File: config.mk
export PLATFORM = sky130hd
export DESIGN_NAME = alu_sequencer_flat
export DESIGN_NICKNAME = d
export VERILOG_FILES = /design/src/rtl/alu_sequencer_if.sv /design/src/rtl/alu_sequencer.sv /design/src/flat_wrapper.sv
export SDC_FILE = /design/constraint.sdc
export NUM_CORES = 1
export LEC_CHECK = 0
export CAP_MARGIN = 20
export CORE_ASPECT_RATIO = 2
export CORE_UTILIZATION = 43
export CTS_BUF_LIST = sky130_fd_sc_hd__clkbuf_4 sky130_fd_sc_hd__clkbuf_8
export DETAILED_ROUTE_END_ITERATION = 10
export PLACE_DENSITY = 0.87
export SYNTH_ARGS = -nofsm -noshare
export SYNTH_HDL_FRONTEND = slang
export SYNTH_SLANG_ARGS = --single-unit
File: constraint.sdc
create_clock -name clock -period 3.9 [get_ports clock]
set_input_delay 0.39 -clock clock [delete_from_list [all_inputs] [get_ports clock]]
set_output_delay 0.39 -clock clock [all_outputs]
set_load 0.02 [all_outputs]
File: src/rtl/alu_sequencer_if.sv
// alu_sequencer_if: request, ALU-drive and response signals of the ALU
// issue controller. The slave modport is the sequencer; the master modport
// is its environment (decode stage, ALU and response consumer).
interface alu_sequencer_if;
  // Request channel from decode
  logic        req_valid;
  logic        req_ready;
  logic [4:0]  req_fun_sel;
  logic [31:0] req_a;
  logic [31:0] req_b;
  logic [2:0]  req_cond;
  logic        req_setf;
  // ALU drive and return
  logic [4:0]  fun_sel;
  logic [31:0] alu_a;
  logic [31:0] alu_b;
  logic        alu_cin;
  logic [31:0] alu_out;
  logic [3:0]  alu_flags;
  // Response channel
  logic        rsp_valid;
  logic        rsp_ready;
  logic [31:0] rsp_data;
  logic [3:0]  rsp_flags;
  logic        rsp_skipped;

  modport slave (
    input  req_valid, req_fun_sel, req_a, req_b, req_cond, req_setf,
    input  alu_out, alu_flags, rsp_ready,
    output req_ready, fun_sel, alu_a, alu_b, alu_cin,
    output rsp_valid, rsp_data, rsp_flags, rsp_skipped
  );

  modport master (
    output req_valid, req_fun_sel, req_a, req_b, req_cond, req_setf,
    output alu_out, alu_flags, rsp_ready,
    input  req_ready, fun_sel, alu_a, alu_b, alu_cin,
    input  rsp_valid, rsp_data, rsp_flags, rsp_skipped
  );
endinterface

File: src/rtl/alu_sequencer.sv
// alu_sequencer: multi-cycle issue controller for the 32-bit ALU.
// Accepts one operation at a time, evaluates its condition against shadow
// flags {Z,C,N,V}, holds the ALU inputs for the ALU's registered latency,
// then returns result and flags on a valid/ready response channel.
// Optional macro ALU_SEQ_STATS_EN adds stat_issued / stat_skipped counters.
module alu_sequencer #(
  parameter int RESULT_LATENCY = 1,  // 1..7
  parameter int FLAG_LATENCY   = 2   // 1..7
) (
  input  logic             clock,
  input  logic             reset,
  alu_sequencer_if.slave   bus
`ifdef ALU_SEQ_STATS_EN
  ,
  output logic [15:0]      stat_issued,
  output logic [15:0]      stat_skipped
`endif
);

  localparam int MAX_LAT_INT = (RESULT_LATENCY > FLAG_LATENCY) ? RESULT_LATENCY : FLAG_LATENCY;
  localparam logic [2:0] RES_LAT  = 3'(RESULT_LATENCY);
  localparam logic [2:0] FLAG_LAT = 3'(FLAG_LATENCY);
  localparam logic [2:0] MAX_LAT  = 3'(MAX_LAT_INT);

  typedef enum logic [1:0] {S_IDLE, S_EVAL, S_WAIT, S_RESP} state_t;

  state_t      state_q, state_d;
  logic [2:0]  cnt_q;
  logic [4:0]  fun_sel_q;
  logic [31:0] alu_a_q, alu_b_q;
  logic [2:0]  cond_q;
  logic        setf_q;
  logic [3:0]  shadow_q;     // {Z,C,N,V} of the last committed operation
  logic [31:0] rsp_data_q;
  logic        rsp_skipped_q;
  logic        cond_true;

  // State register.
  // NOTE: sequential state uses non-blocking (<=) so every register samples
  // pre-edge values regardless of block ordering.
  always_ff @(posedge clock or posedge reset) begin
    if (reset) state_q <= S_IDLE;
    else       state_q <= state_d;
  end

  // Condition code evaluated against the shadow flags {Z,C,N,V}.
  // NOTE: every combinational output gets a default first, so no path can
  // leave it unassigned and infer a latch.
  always_comb begin
    cond_true = 1'b0;
    case (cond_q)
      3'b000: cond_true = 1'b1;
      3'b001: cond_true = shadow_q[3];
      3'b010: cond_true = !shadow_q[3];
      3'b011: cond_true = shadow_q[2];
      3'b100: cond_true = !shadow_q[2];
      3'b101: cond_true = shadow_q[1];
      3'b110: cond_true = !shadow_q[1];
      3'b111: cond_true = shadow_q[0];
      default: cond_true = 1'b0;
    endcase
  end

  // Next-state logic.
  always_comb begin
    state_d = state_q;
    case (state_q)
      S_IDLE: if (bus.req_valid) state_d = S_EVAL;
      S_EVAL: state_d = cond_true ? S_WAIT : S_RESP;
      S_WAIT: if (cnt_q == MAX_LAT) state_d = S_RESP;
      S_RESP: if (bus.rsp_ready) state_d = S_IDLE;
      default: state_d = S_IDLE;
    endcase
  end

  // Request capture, latency counter, result capture and flag commit.
  always_ff @(posedge clock or posedge reset) begin
    if (reset) begin
      cnt_q         <= '0;
      fun_sel_q     <= '0;
      alu_a_q       <= '0;
      alu_b_q       <= '0;
      cond_q        <= '0;
      setf_q        <= 1'b0;
      shadow_q      <= '0;
      rsp_data_q    <= '0;
      rsp_skipped_q <= 1'b0;
    end else begin
      case (state_q)
        S_IDLE: begin
          if (bus.req_valid) begin
            fun_sel_q <= bus.req_fun_sel;
            alu_a_q   <= bus.req_a;
            alu_b_q   <= bus.req_b;
            cond_q    <= bus.req_cond;
            setf_q    <= bus.req_setf;
          end
        end
        S_EVAL: begin
          if (cond_true) begin
            cnt_q         <= 3'd1;
            rsp_skipped_q <= 1'b0;
          end else begin
            rsp_skipped_q <= 1'b1;
            rsp_data_q    <= '0;
          end
        end
        S_WAIT: begin
          if (cnt_q == RES_LAT) rsp_data_q <= bus.alu_out;
          if (cnt_q == FLAG_LAT && setf_q) shadow_q <= bus.alu_flags;
          if (cnt_q != MAX_LAT) cnt_q <= cnt_q + 3'd1;
        end
        default: ;
      endcase
    end
  end

`ifdef ALU_SEQ_STATS_EN
  // Issue/skip counters; wrap naturally at 16 bits.
  always_ff @(posedge clock or posedge reset) begin
    if (reset) begin
      stat_issued  <= '0;
      stat_skipped <= '0;
    end else if (state_q == S_EVAL) begin
      if (cond_true) stat_issued  <= stat_issued + 16'd1;
      else           stat_skipped <= stat_skipped + 16'd1;
    end
  end
`endif

  assign bus.req_ready   = (state_q == S_IDLE);
  assign bus.fun_sel     = fun_sel_q;
  assign bus.alu_a       = alu_a_q;
  assign bus.alu_b       = alu_b_q;
  assign bus.alu_cin     = shadow_q[2];
  assign bus.rsp_valid   = (state_q == S_RESP);
  assign bus.rsp_data    = rsp_data_q;
  assign bus.rsp_flags   = shadow_q;
  assign bus.rsp_skipped = rsp_skipped_q;

endmodule
File: src/flat_wrapper.sv
// flat-port wrapper written by rule: the top's interface ports become plain ports
module alu_sequencer_flat 
#(
  parameter int RESULT_LATENCY = 1,         
  parameter int FLAG_LATENCY   = 2          
)
  (clock, reset, bus_req_valid, bus_req_fun_sel, bus_req_a, bus_req_b, bus_req_cond, bus_req_setf, bus_alu_out, bus_alu_flags, bus_rsp_ready, bus_req_ready, bus_fun_sel, bus_alu_a, bus_alu_b, bus_alu_cin, bus_rsp_valid, bus_rsp_data, bus_rsp_flags, bus_rsp_skipped);
  alu_sequencer_if bus_i ();
  input  logic clock;
  input  logic reset;
  input wire logic [$bits(bus_i.req_valid)-1:0] bus_req_valid;
  input wire logic [$bits(bus_i.req_fun_sel)-1:0] bus_req_fun_sel;
  input wire logic [$bits(bus_i.req_a)-1:0] bus_req_a;
  input wire logic [$bits(bus_i.req_b)-1:0] bus_req_b;
  input wire logic [$bits(bus_i.req_cond)-1:0] bus_req_cond;
  input wire logic [$bits(bus_i.req_setf)-1:0] bus_req_setf;
  input wire logic [$bits(bus_i.alu_out)-1:0] bus_alu_out;
  input wire logic [$bits(bus_i.alu_flags)-1:0] bus_alu_flags;
  input wire logic [$bits(bus_i.rsp_ready)-1:0] bus_rsp_ready;
  output wire logic [$bits(bus_i.req_ready)-1:0] bus_req_ready;
  output wire logic [$bits(bus_i.fun_sel)-1:0] bus_fun_sel;
  output wire logic [$bits(bus_i.alu_a)-1:0] bus_alu_a;
  output wire logic [$bits(bus_i.alu_b)-1:0] bus_alu_b;
  output wire logic [$bits(bus_i.alu_cin)-1:0] bus_alu_cin;
  output wire logic [$bits(bus_i.rsp_valid)-1:0] bus_rsp_valid;
  output wire logic [$bits(bus_i.rsp_data)-1:0] bus_rsp_data;
  output wire logic [$bits(bus_i.rsp_flags)-1:0] bus_rsp_flags;
  output wire logic [$bits(bus_i.rsp_skipped)-1:0] bus_rsp_skipped;
  assign bus_i.req_valid = bus_req_valid;
  assign bus_i.req_fun_sel = bus_req_fun_sel;
  assign bus_i.req_a = bus_req_a;
  assign bus_i.req_b = bus_req_b;
  assign bus_i.req_cond = bus_req_cond;
  assign bus_i.req_setf = bus_req_setf;
  assign bus_i.alu_out = bus_alu_out;
  assign bus_i.alu_flags = bus_alu_flags;
  assign bus_i.rsp_ready = bus_rsp_ready;
  assign bus_req_ready = bus_i.req_ready;
  assign bus_fun_sel = bus_i.fun_sel;
  assign bus_alu_a = bus_i.alu_a;
  assign bus_alu_b = bus_i.alu_b;
  assign bus_alu_cin = bus_i.alu_cin;
  assign bus_rsp_valid = bus_i.rsp_valid;
  assign bus_rsp_data = bus_i.rsp_data;
  assign bus_rsp_flags = bus_i.rsp_flags;
  assign bus_rsp_skipped = bus_i.rsp_skipped;
  alu_sequencer #(.RESULT_LATENCY(RESULT_LATENCY), .FLAG_LATENCY(FLAG_LATENCY)) u_core (.clock(clock), .reset(reset), .bus(bus_i));
endmodule
# Word level (Yosys, flattened, before mapping)
# Cells that the tools add are included.
[op_classes]
n_shift = 0
muxes = 13
order_cmp = 0
n_div = 0
n_bitwise = 0
n_reduce_logical = 12
n_eq_ne = 20
add_sub_neg = 1
mul = 0
[ops]
columns = ["op", "count"]
rows = [
  ["$mux 32", 2],
  ["$pmux 32 s2", 1],
  ["$eq 3x3->1 const B", 4],
  ["$eq 3x2->1 const B", 3],
  ["$reduce_and 3->1", 3],
  ["$ne 2x1->1 const B", 4],
  ["$pmux 1 s8", 1],
  ["$pmux 2 s4", 1],
  ["$eq 3x1->1 const B", 2],
  ["$mux 2", 3],
  ["$mux 3", 2],
  ["$ne 2x2->1 const B", 3],
  ["$pmux 3 s2", 1],
  ["$eq 2x2->1 const B", 2],
  ["$reduce_and 2->1", 2],
  ["$add 3x1->3 const B", 1],
  ["$logic_not 1->1", 3],
  ["$logic_not 3->1", 1],
  ["$ne 3x2->1 const B", 1],
  ["$eq 2x1->1 const B", 1],
  ["$logic_not 2->1", 1],
  ["$mux 1", 2],
  ["$reduce_bool 2->1", 1],
  ["$logic_and 1x1->1", 1],
]
[word_totals]
romBits = 0
reg_bits = 115
latchBits = 0
wordCells = 56
out_inout_bits = 109
mem_bits_rw = 0
mem_count = 0

# Logic depth before layout (Yosys ltp)
[logic_depth]
ltp_word = 4
ltp_mapped = 7
ltp_nobuf = 7

# Worst setup path after synthesis
# OpenSTA, ideal clock, no wires.
[synth_timing]
kind = "register -> register"
start = "register u_core.state_q[0]"
end = "register u_core.alu_a_q[0], in the netlist u_core.bus.alu_a[0]"
period_less_slack_ns = 1.828
required_ns = 3.775
stages_incl_launch_ff = 6
arrival_time_ns = 1.704
setup_slack_ns = 2.072
cell_sequence = "dfrtp_1 inv_1 ha_1 nand2_1 clkbuf_1 mux2_2"
[synth_via]
elab_chain_cells = 2
[synth_rtl]
columns = ["item", "line_no", "text"]
rows = [
  ["from (decl)", "alu_sequencer.sv:27", "state_t state_q, state_d;"],
  ["from (signal assigned)", "alu_sequencer.sv:43", "else state_q <= state_d;"],
  ["$logic_not 2->1", "n/a", ""],
  ["via bus_req_ready", "flat_wrapper.sv:20", "output wire logic [$bits(bus_i.req_ready)-1:0] bus_req_ready;"],
  ["$reduce_and 2->1 (no line)", "n/a", ""],
  ["to (signal assigned)", "alu_sequencer.sv:93", "alu_a_q <= bus.req_a;"],
  ["to (decl)", "alu_sequencer.sv:30", "logic [31:0] alu_a_q, alu_b_q;"],
]
# The timed path passes the listed nets, and every way through them passes these cells.
# A chain may end at the register's enable or synchronous reset.

# Worst setup path after layout
[layout_timing]
start = "register u_core.state_q[0]"
end = "output bus_req_ready"
[layout_via]
elab_chain_cells = 1
[layout_rtl]
columns = ["item", "line_no", "text"]
rows = [
  ["$logic_not 2->1", "alu_sequencer.sv:131", "assign bus.req_ready = (state_q == S_IDLE);"],
  ["to (decl)", "flat_wrapper.sv:20", ""],
]
# Every way passes these cells.

==> metrics.md <==
| Metric | Value |
|---|---|
| Status | finished, final reports clean |
| Max-cap violations | 0 |
| Clock buffer depth | 2 |
| Fin nets | 705 |
| First DRT Iteration DRCs | 95 |
| Worst-path clk slew | 0.07 ns |
| Synth top area cells | dfrtp_1, mux2_2, mux2i_1 |
| Clock share of power | 17.0% |
| Share of the synthesized area in the top cell type | 60.3% |
| Max-slew violations | 0 |
| Sequential cell area fraction in the yosys report | 60.3% |
| Setup WS pre-CTS | 1.72 ns |
| Syn Inst Count | 358 |
| Final Cycle Share | 59.5% |
| Worst Path Max Fanout | 5 |
| Starting density of the core | 43.9% |
| PwrDens | 830 nW/um2 |
| RSZ-0062 raised after global routing | false |
| Drt first pass iters | 4 |
| PnR worst setup slack | 1.58 ns |
| PortBufs | 221 |
| Asr flop ratio synth | 100% |
| CTS Buf Count | 17 |
| CORE AREA | 10900 um2 |
| Largest net degree at the start of global routing | 74 |
| Diodes inserted | 0 |
| Switch share | 37.1% |
| Die X | 76.5 um |
| Worst reg2reg setup slack | 1.71 ns |
| Clk sinks | 115 |
| Die Y | 151 um |
| Flop and latch count out of synthesis | 115 |
| Post-synth EDFFs | 0 |
| FF-to-FF path depth | 6 |
| Initial antenna violation count | 0 |
| Startpoint types | flop |
| Internal | 3.91 mW |
| NetSw | 2.30 mW |
| Post-Route Setup TNS | 0 ns |
| Tmin final | 2.32 ns |
| Grt ovf | 0 |
| Final Util | 68.9% |
| CP max stage delay | 0.67 ns |
| VDD IR-drop max | 0.556 mV |
| DRT Wirelength | 12100 um |
| Critical path class | reg2out |
| CP cell instances | inv_1 -> ha_1 -> clkdlybuf4s50_1 |
| Row count | 54 |
| Layout area overhead | 57.0% |
| Worst EP arrival | 1.93 ns |
| Root buf cell | clkbuf_8 |
| Worst Path Required | 3.51 ns |
| Sequential share of power | 32.1% |
| Synth area leader | dfrtp_1 |
| Hold Fails Final Rpt | 0 |
| Tightest Pin Transition | 0.978 ns |
| Commonest cells in the netlist | dfrtp_1, mux2_2, inv_1 |
| Global-route wire length before repair | 19000 um |
| Antenna Nets Post-Route | 0 |
| Most common cell in the netlist | dfrtp_1 |
| CTS hold repair buffers | 0 |
| CTS tree | yes |
| Die area | 11600 um2 |
| Routability cong. | 0.722 |
| Multi-input logic area | 1660 um2 |
| Worst skew pair latency | 0.42 ns |
| P_leak | 3.30 nW |
| Top cell family by delay on the critical path | buffers and inverters |
| I/O pins | 222 |
| CP max-delay cell | clkdlybuf4s50_1 |
| Setup Fix Bufs, Post-CTS | 0 |
| Ys flop type | dfrtp_1 |
| GRT Util Overall | 21.6% |
| DR WL/cell | 16.4 um |
| # fillers | 795 |
| Area occupied by registers | 2880 um2 |
| Share of total power in combinational logic | 50.9% |
| Total number of vias | 3591 |
| Synth warnings | 0 |
| Synthesized area | 4770 um2 |
| Fmax | 0.431 GHz |
| Endpoint type of the worst setup path | output pin |
| Mapped Avg Cell Area | 13.3 um2 |
| Final setup vio count | 0 |
| Layout cells sized above 1 | 19.4% |
| Crit path buf inv count | 2 |
| Rel. slew slack | 34.8% |
| Resized Gates After CTS | 0 |
| Clk_skew | 0.0118 ns |
| Post-Synthesis Net Count | 478 |
| Yosys cell types | 25 |
| CTS H-tree lvls | 4 |
| Hold WC Path Type | in2async |
| Vias per cell | 4.87 |
| Worst R2R End | u_core.bus.rsp_data[4]$_DFFE_PP0P_ |
| Drt drc | 0 |
| RR Startpoint | u_core.state_q[1]$_DFFE_PP0P_ |
| Vias in the first global route | 3922 |
| DP HPWL | 8980 um |
[through the flow]
step	hold WS, ns	total power [mW]	std cells	instance area, um2
finish	0.430	6.22	738	7490
global route	0.469	6.56	738	7490
CTS	0.444	6.28	738	7490
detailed placement	0.493	5.20	706	7120
global placement	0.487	5.06	706	7120
floorplan	0.480	3.86	358	4770
[logic make-up after synthesis]
family          Yosys count  synth area share, %
simple gates             50                 4.82
compound gates           17                 2.62
buf+inv                  58                 5.11
mux                     111                 25.3
flops                   115                 60.3
fa+ha+maj                 7                 1.83
[routing by layer]
layer	share of wire (%)	routed length, um	global-route usage [%]	up-vias
met2	58	6960	40.9	144
met1	35	4180	21.9	1774
met3	5.1	621	5.90	19
li1	-	-	-	1654
met4	2.7	332	9.42	0
met5	0	0	0	-
[worst max path at each step]
stage	startpoint	to	slack (ns)	depth (start not counted)
3_5_place_dp	bus_req_valid	u_core.bus.alu_a[6]$_DFFE_PP0P_	1.72	3
5_1_grt	u_core.state_q[0]$_DFFE_PP0P_	bus_req_ready	1.48	3
4_1_cts	u_core.state_q[0]$_DFFE_PP0P_	bus_req_ready	1.54	3
2_1_floorplan	reset	u_core.bus.alu_a[0]$_DFFE_PP0P_	0.47	1
6_report	u_core.state_q[0]$_DFFE_PP0P_	bus_req_ready	1.58	3
3_3_place_gp	bus_req_valid	u_core.bus.alu_a[17]$_DFFE_PP0P_	1.75	3
[power by group through the flow]
stage / clock network [mW] / logic (mW) / registers, mW
2_1_floorplan: 0 / 1.33 / 2.53
3_3_place_gp: 0 / 3.09 / 1.98
3_5_place_dp: 0 / 3.18 / 2.01
4_1_cts: 1.09 / 3.20 / 2.00
5_1_grt: 1.14 / 3.37 / 2.06
6_report: 1.06 / 3.16 / 1.99
[worst reg2reg max path: cells and delay by family, from the launching register on]
| kind | cells | cell delay [ns] |
|---|---|---|
| simple gates | 3 | 0.92 |
| mux | 1 | 0.41 |
| buf+inv | 1 | 0.09 |
| flops | 1 | 0.40 |
| fa+ha+maj | 1 | 0.25 |
[placed cells by master, fill, tap and decap left out, types with 2 or more instances in the layout]
cell	count
nand2_1	37
dfrtp_1	115
clkinv_2	6
mux2_2	78
o2111ai_1	2
clkbuf_8	17
ha_1	7
o21ai_0	6
nor2b_1	4
clkinvlp_4	3
nand3_1	4
bufinv_16	2
a21o_1	2
clkdlybuf4s50_1	221
clkbuf_4	4
mux2i_1	33
inv_1	42
[layout make-up]
class	instances	share of cell area [%]
well taps	140	2.34
multi-input cells	185	22.1
clock buffers	21	3.52
flip-flops and latches	115	38.4
clock inverters	11	1.50
inverters	43	2.19
repair buffers	223	29.9
[flip-flops by register name, indices dropped and copies added, names as in the netlist]
register,count
u_core.cnt_q,3
u_core.cond_q,3
u_core.setf_q,1
u_core.bus.alu_a,32
u_core.bus.alu_b,32
u_core.bus.fun_sel,5
u_core.state_q,2
u_core.bus.rsp_skipped,1
u_core.bus.rsp_flags,4
u_core.bus.rsp_data,32
Note: power is estimated with default switching activity, not from simulation.
